`src/rtl/bo_pkg.sv`:
```
// Shared widths, operand-select encodings and ALU op codes for the polynomial datapath.
package bo_pkg;

    localparam int unsigned W = 16;

    // Coefficient mux select
    typedef enum logic [1:0] {
        SEL0_ZERO = 2'd0,
        SEL0_A    = 2'd1,
        SEL0_B    = 2'd2,
        SEL0_C    = 2'd3
    } sel0_e;

    // ALU operand-1 select
    typedef enum logic [1:0] {
        SEL1_M0 = 2'd0,
        SEL1_R0 = 2'd1,
        SEL1_R1 = 2'd2,
        SEL1_R2 = 2'd3
    } sel1_e;

    // ALU operand-2 select
    typedef enum logic [1:0] {
        SEL2_R0 = 2'd0,
        SEL2_M0 = 2'd1,
        SEL2_R1 = 2'd2,
        SEL2_R2 = 2'd3
    } sel2_e;

    localparam logic OP_ADD = 1'b0;
    localparam logic OP_MUL = 1'b1;

endpackage

```
`src/rtl/bo_datapath_if.sv`:
```
// Control/data bundle between the sequencing controller (master) and the datapath (slave).
interface bo_datapath_if;
    import bo_pkg::*;

    logic [W-1:0] A;
    logic [W-1:0] B;
    logic [W-1:0] C;
    logic [1:0]   M0;
    logic [W-1:0] x;
    logic         LX;
    logic [1:0]   M1;
    logic [1:0]   M2;
    logic         LH;
    logic         LS;
    logic         H;
    logic [W-1:0] Pronto;

    modport master (
        output A, B, C, M0, x, LX, M1, M2, LH, LS, H,
        input  Pronto
    );

    modport slave (
        input  A, B, C, M0, x, LX, M1, M2, LH, LS, H,
        output Pronto
    );

endinterface

```
`src/rtl/bo_reg.sv`:
```
// W-bit register with synchronous active-high clear and load enable; clear wins.
module bo_reg
    import bo_pkg::*;
#(
    parameter int unsigned WIDTH = W
) (
    input  logic             clk,
    input  logic             rst,
    input  logic             i_ld,
    input  logic [WIDTH-1:0] i_d,
    output logic [WIDTH-1:0] o_q
);

    logic [WIDTH-1:0] r_q;

    // Clear on reset, capture on load, otherwise hold
    always_ff @(posedge clk) begin
        if (rst) begin
            r_q <= '0;
        end else if (i_ld) begin
            r_q <= i_d;
        end
    end

    assign o_q = r_q;

endmodule

```
`src/rtl/bo_datapath.sv`:
```
// Polynomial datapath: x register R0, work registers R1/R2, three operand muxes
// and a shared add/multiply unit. R2 is the visible result.
module bo_datapath
    import bo_pkg::*;
(
    input  logic         clk,
    input  logic         rst,
    bo_datapath_if.slave bus
);

    logic [W-1:0] w_r0;
    logic [W-1:0] w_r1;
    logic [W-1:0] w_r2;
    logic [W-1:0] w_m0out;
    logic [W-1:0] w_op1;
    logic [W-1:0] w_op2;
    logic [W-1:0] w_alu;

    // Coefficient select
    always_comb begin
        w_m0out = '0;
        case (bus.M0)
            SEL0_ZERO: w_m0out = '0;
            SEL0_A:    w_m0out = bus.A;
            SEL0_B:    w_m0out = bus.B;
            SEL0_C:    w_m0out = bus.C;
            default:   w_m0out = '0;
        endcase
    end

    // ALU operand 1 select
    always_comb begin
        w_op1 = '0;
        case (bus.M1)
            SEL1_M0: w_op1 = w_m0out;
            SEL1_R0: w_op1 = w_r0;
            SEL1_R1: w_op1 = w_r1;
            SEL1_R2: w_op1 = w_r2;
            default: w_op1 = '0;
        endcase
    end

    // ALU operand 2 select
    always_comb begin
        w_op2 = '0;
        case (bus.M2)
            SEL2_R0: w_op2 = w_r0;
            SEL2_M0: w_op2 = w_m0out;
            SEL2_R1: w_op2 = w_r1;
            SEL2_R2: w_op2 = w_r2;
            default: w_op2 = '0;
        endcase
    end

    // Unsigned add or multiply, truncated to W bits (wraps silently)
    always_comb begin
        if (bus.H == OP_MUL) begin
            w_alu = w_op1 * w_op2;
        end else begin
            w_alu = w_op1 + w_op2;
        end
    end

    bo_reg #(.WIDTH(W)) u_r0 (
        .clk  (clk),
        .rst  (rst),
        .i_ld (bus.LX),
        .i_d  (bus.x),
        .o_q  (w_r0)
    );

    bo_reg #(.WIDTH(W)) u_r1 (
        .clk  (clk),
        .rst  (rst),
        .i_ld (bus.LH),
        .i_d  (w_alu),
        .o_q  (w_r1)
    );

    bo_reg #(.WIDTH(W)) u_r2 (
        .clk  (clk),
        .rst  (rst),
        .i_ld (bus.LS),
        .i_d  (w_alu),
        .o_q  (w_r2)
    );

    assign bus.Pronto = w_r2;

endmodule

```
`src/flat_wrapper.sv`:
```
// flat-port wrapper written by rule: the top's interface ports become plain ports
module bo_datapath_flat import bo_pkg::*;
  (clk, rst, bus_A, bus_B, bus_C, bus_M0, bus_x, bus_LX, bus_M1, bus_M2, bus_LH, bus_LS, bus_H, bus_Pronto);
  bo_datapath_if bus_i ();
  input  logic clk;
  input  logic rst;
  input wire logic [$bits(bus_i.A)-1:0] bus_A;
  input wire logic [$bits(bus_i.B)-1:0] bus_B;
  input wire logic [$bits(bus_i.C)-1:0] bus_C;
  input wire logic [$bits(bus_i.M0)-1:0] bus_M0;
  input wire logic [$bits(bus_i.x)-1:0] bus_x;
  input wire logic [$bits(bus_i.LX)-1:0] bus_LX;
  input wire logic [$bits(bus_i.M1)-1:0] bus_M1;
  input wire logic [$bits(bus_i.M2)-1:0] bus_M2;
  input wire logic [$bits(bus_i.LH)-1:0] bus_LH;
  input wire logic [$bits(bus_i.LS)-1:0] bus_LS;
  input wire logic [$bits(bus_i.H)-1:0] bus_H;
  output wire logic [$bits(bus_i.Pronto)-1:0] bus_Pronto;
  assign bus_i.A = bus_A;
  assign bus_i.B = bus_B;
  assign bus_i.C = bus_C;
  assign bus_i.M0 = bus_M0;
  assign bus_i.x = bus_x;
  assign bus_i.LX = bus_LX;
  assign bus_i.M1 = bus_M1;
  assign bus_i.M2 = bus_M2;
  assign bus_i.LH = bus_LH;
  assign bus_i.LS = bus_LS;
  assign bus_i.H = bus_H;
  assign bus_Pronto = bus_i.Pronto;
  bo_datapath u_core (.clk(clk), .rst(rst), .bus(bus_i));
endmodule
```
`config.mk`:
```
export PLATFORM = sky130hd
export DESIGN_NAME = bo_datapath_flat
export DESIGN_NICKNAME = d
export VERILOG_FILES = /design/src/rtl/bo_pkg.sv /design/src/rtl/bo_datapath_if.sv /design/src/rtl/bo_reg.sv /design/src/rtl/bo_datapath.sv /design/src/flat_wrapper.sv
export SDC_FILE = /design/constraint.sdc
export NUM_CORES = 1
export LEC_CHECK = 0
export CAP_MARGIN = 40
export CORE_ASPECT_RATIO = 0.5
export CORE_MARGIN = 2
export CORE_UTILIZATION = 50
export DETAILED_ROUTE_END_ITERATION = 8
export GPL_ROUTABILITY_DRIVEN = 0
export PLACE_DENSITY = 0.83
export SYNTH_ARGS = -nofsm -noshare
export SYNTH_HDL_FRONTEND = slang
export SYNTH_SLANG_ARGS = --single-unit
```
`constraint.sdc`:
```
create_clock -name clk -period 17.3 [get_ports clk]
set_input_delay 3.46 -clock clk [delete_from_list [all_inputs] [get_ports clk]]
set_output_delay 3.46 -clock clk [all_outputs]
set_load 0.005 [all_outputs]
```
==> results.py, run 1 <==
metrics = {
    "finish": {
        "final_util_pct": 59.68,
        "diodes": 0,
        "fillers": 1219,
        "fin_nets": 1131,
        "multi_input_area_mm2": 0.005836,
        "seqCellArea_um2": 960.9,
        "final_cell_mix": "121 x inv_1, 91 x clkdlybuf4s50_1, 88 x nand2_1",
        "final_common_cell": "inv_1",
        "final_cells": 1108,
        "final_area_mm2": 0.008657,
        "layout-drive-gt1-share_pct": 5.934,
        "area.growth.synth_to_final_pct": 16.27,
    },
    "global_routing": {
        "grt_pass1_wl_um": 33600,
        "first_global_vias": 6701,
        "overflow": 0,
        "grt_use_total_pct": 26.58,
        "antenna_found_initial": 0,
        "grt_max_degree": 49,
    },
    "sta": {
        "tightestPinTransition_ps": 910.2,
        "finalHoldViolCount": 0,
        "tns_ps": 0,
        "finalSetupViolCount": 0,
        "finalClockSkew_ps": 10.38,
        "slew_viol_final": 0,
        "grt_setup_unrepaired": "false",
        "relSlewSlack_pct": 39.13,
        "period_share_pct": 64.72,
        "min_period_ps": 11200,
        "max_freq_mhz": 89.31,
    },
    "place": {
        "placed_cell_area_mm2": 0.008519,
        "dp_hpwl_um": 16100,
        "place.port_buffers": 91,
        "dpl.cell_count": 1101,
    },
    "routing": {
        "drt_iter0_markers": 798,
        "vias": 6520,
        "first_pass_iters": 6,
        "ant_nets": 0,
        "via_per_inst": 5.884,
        "drc_errors": 0,
        "drt_wl_total_um": 20460,
        "wire_per_inst_um": 18.46,
    },
    "cts": {
        "clkSinkCount": 48,
        "cts_tree": "yes",
        "cts_setup_buffers": 0,
        "clkTransAtPathRegs_ps": 70,
        "cts-root-buf": "clkbuf_16",
        "insertion_delay_ps": 290,
        "h-tree-depth": 2,
        "cts_max_path_buffers": 2,
        "cts-resized-gates": 0,
        "cts_made_buffers": 5,
        "postCtsHoldBufs": 0,
    },
    "synth": {
        "synth_ff_type": "dfxtp_1",
        "ys_warn_count": 0,
        "syn-cell-area_mm2": 0.007446,
        "syn_area_per_cell_um2": 8.843,
        "synth_top_area_share_pct": 21.78,
        "async_flop_share_pct": 0,
        "syn_inst": 842,
        "ys_types": 52,
        "synth_largest_area_cell": "fa_1",
        "synth_edf_count": 0,
        "syn-num-nets": 1063,
        "yosysSeqAreaShare_pct": 12.91,
        "ys_ff_latch": 48,
        "synth_area_leaders": "fa_1 22%, dfxtp_1 13%, ha_1 11%",
    },
    "floorplan": {
        "dieWidth_um": 176.6,
        "die_y_um": 90.29,
        "rows": 31,
        "start_util_pct": 51.33,
        "coreArea_mm2": 0.01451,
        "dieArea_mm2": 0.01594,
        "io_pins": 92,
    },
    "power_and_ir_drop": {
        "p_comb_share_pct": 73.1,
        "power.leakage_nw": 3.911,
        "power.switching_w": 0.0004344,
        "p_per_area_mw_per_mm2": 103.2,
        "switching_share_pct": 48.61,
        "pwr-share-clk_pct": 10.6,
        "seq_power_share_pct": 16.4,
        "ir_drop_v": 0.00006463,
        "intPower_w": 0.0004592,
    },
    "run": {
        "cap_viol_max_count": 0,
    },
    "min_path": {
        "min-delay-path-class": "reg2reg",
    },
    "setup_path": {
        "start_kind": "input pin",
        "path_buf_inv": 6,
        "arrival_ps": 11390,
        "reg2reg_slack_ps": 10190,
        "crit_path_max_incr_delay_ps": 1070,
        "endpoint_kind": "register",
        "crit_top_cell": "fa_1",
        "path_class": "in2reg",
        "cp_max_fo": 18,
        "crit_family": "adder cells",
        "crit_slowest_cell": "clkdlybuf4s50_1",
        "critPathRequiredTime_ps": 17490,
    },
    "run_status": {
        "status": "finished, final reports clean",
    },
}
## cells in the mapped netlist (4+ instances only)
| library cell | count |
|---|---|
| inv_1 | 121 |
| nand2_1 | 88 |
| fa_1 | 81 |
| nor2_1 | 79 |
| ha_1 | 64 |
| and2_1 | 55 |
| dfxtp_1 | 48 |
| mux2i_1 | 42 |
| xnor2_1 | 39 |
| a211oi_1 | 28 |
| clkbuf_1 | 24 |
| mux4_2 | 24 |
| a21oi_1 | 20 |
| o21ai_0 | 19 |
| o2bb2ai_1 | 10 |
| xor2_1 | 10 |
| nor2b_1 | 9 |
| nor3_1 | 7 |
| buf_2 | 6 |
| a21o_1 | 5 |
| a311oi_1 | 5 |
| mux2_2 | 5 |
| inv_2 | 4 |
| nand2b_1 | 4 |
| nand3_1 | 4 |
## logic make-up after synthesis
group           count (synthesis)  share of synthesized area (%)
compound gates                108                          9.965
xor+xnor                       51                          6.285
fa+ha+maj                     145                          32.53
buf+inv                       163                          8.721
flops                          48                          12.91
mux                            72                          13.81
simple gates                  255                          15.78
## state kept, by name, summed over array words and instances, names as in the netlist
register,count
u_core.u_r2.o_q,16
u_core.u_r0.o_q,16
u_core.u_r1.o_q,16
## through the flow
step / setup WS (ps) / total power (W) / hold WS, ps
2_1_floorplan: 7545 / 0.0006006 / 467.8
5_1_grt: 5546 / 0.0009759 / 529.7
4_1_cts: 6198 / 0.0008833 / 502.3
6_report: 6104 / 0.0008937 / 499.1
3_5_place_dp: 5947 / 0.0007847 / 494.3
3_3_place_gp: 6214 / 0.0007516 / 480.7
## power by group through the flow
stage / Sequential [W] / Clock, W / Combinational, W
after CTS: 0.000146 / 0.0000937 / 0.000644
after floorplan: 0.000143 / 0 / 0.000458
after global placement: 0.000146 / 0 / 0.000606
final: 0.000146 / 0.0000944 / 0.000653
after detailed placement: 0.000148 / 0 / 0.000637
after global routing: 0.000148 / 0.0000981 / 0.000730
## metal layers
layer	up-vias	wire length (µm)	global-route usage [%]
met5	-	0	0
met4	0	529	7.851
met3	57	2173	4.293
met2	410	9350	43.42
met1	3157	8406	36.49
li1	2896	-	-
## final timing paths
kind,cells past startpoint,end,from
setup / recovery,27,u_core.u_r1.o_q[15],bus_M0[0]
hold / removal,2,u_core.u_r1.o_q[0],u_core.u_r1.o_q[0]
setup reg to reg,23,u_core.u_r1.o_q[15],u_core.u_r1.o_q[4]
hold reg to reg,2,u_core.u_r1.o_q[0],u_core.u_r1.o_q[0]
## tightest hold or removal path, stage by stage, from the launching register on
cell and delay (ps):
dfxtp_1 320, nor2_1 80, a211oi_1 50
## area by class of cell
cell class | count | area share, %
sequential | 48 | 11.10
multi-input combinational | 631 | 67.41
clock inverter | 2 | 0.1445
inverter | 125 | 5.420
tap | 198 | 2.862
clock buffer | 5 | 1.445
timing repair buffer | 99 | 11.62
(Power assumes the default switching activity.)
==> inputs of run 2 (changes only) <==
==> constraint.sdc (replaced) <==
create_clock -name clk -period 11.7 [get_ports clk]
set_input_delay 2.34 -clock clk [delete_from_list [all_inputs] [get_ports clk]]
set_output_delay 2.34 -clock clk [all_outputs]
set_load 0.005 [all_outputs]
==> run 2 against run 1 <==
Worst setup slack got worse by 4400 ps; largest cell class unchanged; non-clock buffer count is the same; critical path type unchanged; register-to-register slack lost 5400 ps; power up 50%; critical path depth did not move; sequential power up 48%; clock power rose by 58%.
==> results.py, run 2 (same netlist as run 1, synthesis figures left out) <==
metrics = {
    "finish": {
        "fin_nets": 1131,
        "final_common_cell": "inv_1",
        "diodes": 0,
        "final_area_mm2": 0.008682,
        "final_cell_mix": "121 x inv_1, 91 x clkdlybuf4s50_1, 88 x nand2_1",
        "fillers": 1190,
        "layout-drive-gt1-share_pct": 5.928,
        "multi_input_area_mm2": 0.005836,
        "area.growth.synth_to_final_pct": 16.60,
        "seqCellArea_um2": 960.9,
    },
    "sta": {
        "finalClockSkew_ps": 9.086,
        "finalSetupViolCount": 0,
        "tightestPinTransition_ps": 899.8,
        "min_period_ps": 9977,
        "finalHoldViolCount": 0,
        "grt_setup_unrepaired": "false",
        "fin_ws_ps": 1723,
        "slew_viol_final": 0,
        "period_share_pct": 85.28,
        "tns_ps": 0,
        "relSlewSlack_pct": 39.83,
        "max_freq_mhz": 100.2,
    },
    "floorplan": {
        "dieWidth_um": 176.6,
        "coreArea_mm2": 0.01451,
        "rows": 31,
        "die_y_um": 90.29,
        "dieArea_mm2": 0.01594,
        "start_util_pct": 51.33,
        "io_pins": 92,
    },
    "global_routing": {
        "overflow": 0,
        "grt_pass1_wl_um": 33090,
        "antenna_found_initial": 0,
        "grt_use_total_pct": 26.43,
        "grt_max_degree": 49,
        "first_global_vias": 6619,
    },
    "power_and_ir_drop": {
        "power_w": 0.001338,
        "p_per_area_mw_per_mm2": 154.1,
        "ir_drop_v": 0.00008712,
        "power.leakage_nw": 3.921,
    },
    "run": {
        "cap_viol_max_count": 0,
    },
    "setup_path": {
        "path_class": "in2reg",
        "start_kind": "input pin",
        "cp_max_fo": 18,
        "endpoint_kind": "register",
        "arrival_ps": 10170,
        "critPathRequiredTime_ps": 11900,
    },
    "routing": {
        "drc_errors": 0,
        "wire_per_inst_um": 18.39,
        "ant_nets": 0,
        "first_pass_iters": 5,
        "vias": 6463,
        "drt_iter0_markers": 869,
        "via_per_inst": 5.828,
        "drt_wl_total_um": 20400,
    },
    "cts": {
        "postCtsHoldBufs": 0,
        "clkTransAtPathRegs_ps": 70,
        "cts-root-buf": "clkbuf_16",
        "cts_made_buffers": 5,
        "cts_setup_buffers": 0,
        "clkSinkCount": 48,
        "h-tree-depth": 2,
        "insertion_delay_ps": 290,
        "cts_tree": "yes",
        "cts_max_path_buffers": 2,
        "cts-resized-gates": 0,
    },
    "place": {
        "place.port_buffers": 91,
        "dp_hpwl_um": 16120,
        "placed_cell_area_mm2": 0.008532,
        "pre_cts_slack_ps": 1537,
    },
    "run_status": {
        "status": "finished, final reports clean",
    },
    "min_path": {
        "min-delay-path-class": "reg2reg",
    },
}
[run 2: cell types whose count changed in the layout (fill, tap and decap cells not counted)]
cell	delta
clkbuf_1	+1
buf_16	+1
clkbuf_8	+1
clkinv_2	-1
buf_8	-1
[run 2: layout make-up]
type	count	share of cell area (%)
Inverter	125	5.404
Clock inverter	1	0.08647
Multi-Input combinational cell	631	67.21
Sequential cell	48	11.07
Tap cell	198	2.853
Timing Repair Buffer	99	11.73
Clock buffer	7	1.643
[run 2: final timing paths]
path	slack [ps]	end	from	depth (start not counted)
worst max-delay path	1720	u_core.u_r1.o_q[15]	bus_M0[0]	27
worst min-delay path	500	u_core.u_r1.o_q[0]	u_core.u_r1.o_q[0]	2
worst max register to register	4740	u_core.u_r1.o_q[15]	u_core.u_r0.o_q[4]	23
worst min register to register	500	u_core.u_r1.o_q[0]	u_core.u_r1.o_q[0]	2
[run 2: layer usage]
metal / global-route usage (%) / vias up / share of wire, %
met2: 42.97 / 391 / 46
met3: 6.692 / 57 / 11
met1: 34.80 / 3123 / 40
li1: - / 2892 / -
met4: 8.127 / 0 / 2.6
met5: 0 / - / 0
[run 2: power breakdown]
part	leakage (nW)	internal, W	switching (W)	total, W
Sequential	0.398	0.000191	0.0000254	0.000216
Clock	0.0701	0.0000853	0.0000640	0.000149
Combinational	3.45	0.000412	0.000560	0.000972
[run 2: stage by stage]
step           util [%]  hold slack, ps  instances
2_1_floorplan         -           467.8        842
3_3_place_gp      58.33           480.6       1098
3_5_place_dp      58.81           491.8       1101
4_1_cts           59.85           502.2       1109
5_1_grt           59.85           529.6       1109
6_report          59.85           502.9       1109
[run 2: critical path: stages]
cell             delay (ps)
clkdlybuf4s50_1        1060
nor2b_4                 490
and2_1                  210
nor3_1                   50
o21ai_0                 170
o21ai_0                 260
inv_2                   230
ha_1                    200
inv_1                    90
fa_1                    450
fa_1                    480
inv_1                    40
ha_1                    180
fa_1                    460
fa_1                    550
inv_1                    60
fa_1                    470
inv_1                    40
ha_1                    350
a21oi_1                 220
a21oi_1                 100
a2111oi_0               670
o21bai_1                140
a21oi_1                 300
xnor2_1                 170
nand2_1                 100
a311oi_1                270
==> inputs of run 3 (changes only) <==
--- a/config.mk
+++ b/config.mk
@@ -6,7 +6,7 @@
 export NUM_CORES = 1
 export LEC_CHECK = 0
 export CAP_MARGIN = 40
-export CORE_ASPECT_RATIO = 0.5
+export CORE_ASPECT_RATIO = 1.2
 export CORE_MARGIN = 2
 export CORE_UTILIZATION = 50
 export DETAILED_ROUTE_END_ITERATION = 8
==> constraint.sdc (replaced) <==
create_clock -name clk -period 12.1 [get_ports clk]
set_input_delay 2.42 -clock clk [delete_from_list [all_inputs] [get_ports clk]]
set_output_delay 2.42 -clock clk [all_outputs]
set_load 0.005 [all_outputs]
==> run 3 against run 2 <==
Clock skew down 3.8 ps; sequential cell count unchanged; combinational power down 5.3%; global-route usage down 0.078 points; critical path type unchanged; cell count up 0.27%; wire length fell by 3.5%; worst setup slack better by 600 ps; utilization is 0.46 points higher; critical path depth down 3; largest power group unchanged; hold slack lost 1.1 ps.
==> results.py, run 3 (same netlist as run 1, synthesis figures left out) <==
metrics = {
    "routing": {
        "wire_per_inst_um": 17.70,
        "ant_nets": 0,
        "via_per_inst": 5.673,
        "drt_iter0_markers": 480,
        "drc_errors": 0,
        "drt_wl_total_um": 19680,
        "vias": 6308,
        "first_pass_iters": 5,
    },
    "setup_path": {
        "crit_family": "adder cells",
        "path_class": "in2reg",
        "crit_slowest_cell": "clkdlybuf4s50_1",
        "critPathRequiredTime_ps": 12300,
        "start_kind": "input pin",
        "arrival_ps": 9980,
        "crit_top_cell": "fa_1",
        "cp_cell_sequence": "clkdlybuf4s50_1 > mux2_2 > o21ai_0 > inv_2 > and2_1 > fa_1 > inv_1 > fa_1 > inv_1 > fa_1 > fa_1 > fa_1 > inv_1 > fa_1 > inv_1 > ha_1 > nand3_1 > a21oi_1 > a2111oi_0 > o21bai_1 > a21oi_1 > xnor2_1 > nand2_1 > a311oi_1",
        "path_buf_inv": 6,
        "cp_max_fo": 13,
        "endpoint_kind": "register",
        "crit_path_max_incr_delay_ps": 990,
    },
    "floorplan": {
        "dieArea_mm2": 0.01589,
        "io_pins": 92,
        "start_util_pct": 51.44,
        "die_y_um": 137.7,
        "coreArea_mm2": 0.01447,
        "rows": 48,
        "dieWidth_um": 115.4,
    },
    "finish": {
        "final_common_cell": "inv_1",
        "layout-drive-gt1-share_pct": 6.140,
        "fillers": 1198,
        "area.growth.synth_to_final_pct": 17.24,
        "multi_input_area_mm2": 0.005836,
        "final_cell_mix": "121 x inv_1, 91 x clkdlybuf4s50_1, 88 x nand2_1",
        "seqCellArea_um2": 960.9,
        "diodes": 0,
        "fin_nets": 1132,
    },
    "sta": {
        "finalHoldViolCount": 0,
        "fin_ws_ps": 2325,
        "tns_ps": 0,
        "max_freq_mhz": 102.3,
        "period_share_pct": 80.79,
        "slew_viol_final": 0,
        "relSlewSlack_pct": 47.32,
        "grt_setup_unrepaired": "false",
        "finalClockSkew_ps": 5.248,
        "tightestPinTransition_ps": 770.2,
        "min_period_ps": 9775,
        "finalSetupViolCount": 0,
    },
    "power_and_ir_drop": {
        "intPower_w": 0.0006865,
        "switching_share_pct": 47.07,
        "p_per_area_mw_per_mm2": 148.6,
        "seq_power_share_pct": 16.2,
        "pwr-share-clk_pct": 12.9,
        "power.switching_w": 0.0006106,
        "p_comb_share_pct": 70.9,
        "ir_drop_v": 0.00009815,
        "power.leakage_nw": 3.945,
    },
    "place": {
        "place.port_buffers": 91,
        "pre_cts_slack_ps": 2118,
        "dp_hpwl_um": 15940,
    },
    "global_routing": {
        "grt_pass1_wl_um": 32600,
        "grt_use_total_pct": 26.35,
        "first_global_vias": 6586,
        "antenna_found_initial": 0,
        "overflow": 0,
        "grt_max_degree": 49,
    },
    "cts": {
        "clkSinkCount": 48,
        "cts-root-buf": "clkbuf_16",
        "cts-resized-gates": 0,
        "clkTransAtPathRegs_ps": 70,
        "cts_setup_buffers": 0,
        "cts_tree": "yes",
        "cts_max_path_buffers": 2,
        "cts_made_buffers": 5,
        "h-tree-depth": 2,
        "postCtsHoldBufs": 0,
        "insertion_delay_ps": 290,
    },
    "run": {
        "cap_viol_max_count": 0,
    },
    "run_status": {
        "status": "finished, final reports clean",
    },
    "min_path": {
        "min-delay-path-class": "reg2reg",
    },
}
## run 3: changes by cell type in the layout (fill, tap and decap cells not counted)
cell and change:
clkbuf_1 -1, bufinv_16 +1, buf_4 -2, clkinvlp_4 -1, buf_8 +4, clkinv_4 +1, buf_16 -1
## run 3: path summary, 6_finish.rpt
check                                         start                  end  slack, ps  cells past startpoint
worst max register to register   u_core.u_r0.o_q[4]  u_core.u_r2.o_q[15]       5260                     23
worst max-delay path                      bus_M2[1]  u_core.u_r2.o_q[15]       2320                     24
worst min-delay path            u_core.u_r1.o_q[10]  u_core.u_r1.o_q[10]        500                      2
worst min register to register  u_core.u_r1.o_q[10]  u_core.u_r1.o_q[10]        500                      2
## run 3: worst min-delay path, stage by stage, from the launching register on
cell and delay (ps):
dfxtp_1 320, nor2_1 80, a211oi_1 50
## run 3: cell type report
class | count | share of cell area (%)
tap | 200 | 2.867
clock buffer | 6 | 1.591
multi-input combinational | 631 | 66.85
timing repair buffer | 100 | 11.87
sequential | 48 | 11.01
clock inverter | 2 | 0.4443
inverter | 125 | 5.375
## run 3: through the flow
| step | power (W) | utilization, % | hold slack (ps) | instance area (µm²) | cells |
|---|---|---|---|---|---|
| after floorplan | 0.0008586 | - | 467.8 | 7446 | 842 |
| after global placement | 0.001081 | 58.38 | 482.5 | 8449 | 1098 |
| after detailed placement | 0.001117 | 59.09 | 492.4 | 8552 | 1104 |
| after CTS | 0.001294 | 60.31 | 500.7 | 8730 | 1112 |
| after global routing | 0.001420 | 60.31 | 518.1 | 8730 | 1112 |
| final | 0.001297 | 60.31 | 501.8 | 8730 | 1112 |
## run 3: layer usage
metal	wire [µm]	global-route usage (%)
met5	0	0
met4	914	12.85
met3	1490	4.663
met2	9810	46.00
met1	7465	31.10
## run 3: power by group through the flow
| stage | Sequential (W) | Combinational [W] | Clock (W) |
|---|---|---|---|
| after CTS | 0.000209 | 0.000917 | 0.000168 |
| after global placement | 0.000210 | 0.000871 | 0 |
| after detailed placement | 0.000212 | 0.000906 | 0 |
| after floorplan | 0.000205 | 0.000654 | 0 |
| after global routing | 0.000213 | 0.00103 | 0.000173 |
| final | 0.000210 | 0.000920 | 0.000167 |
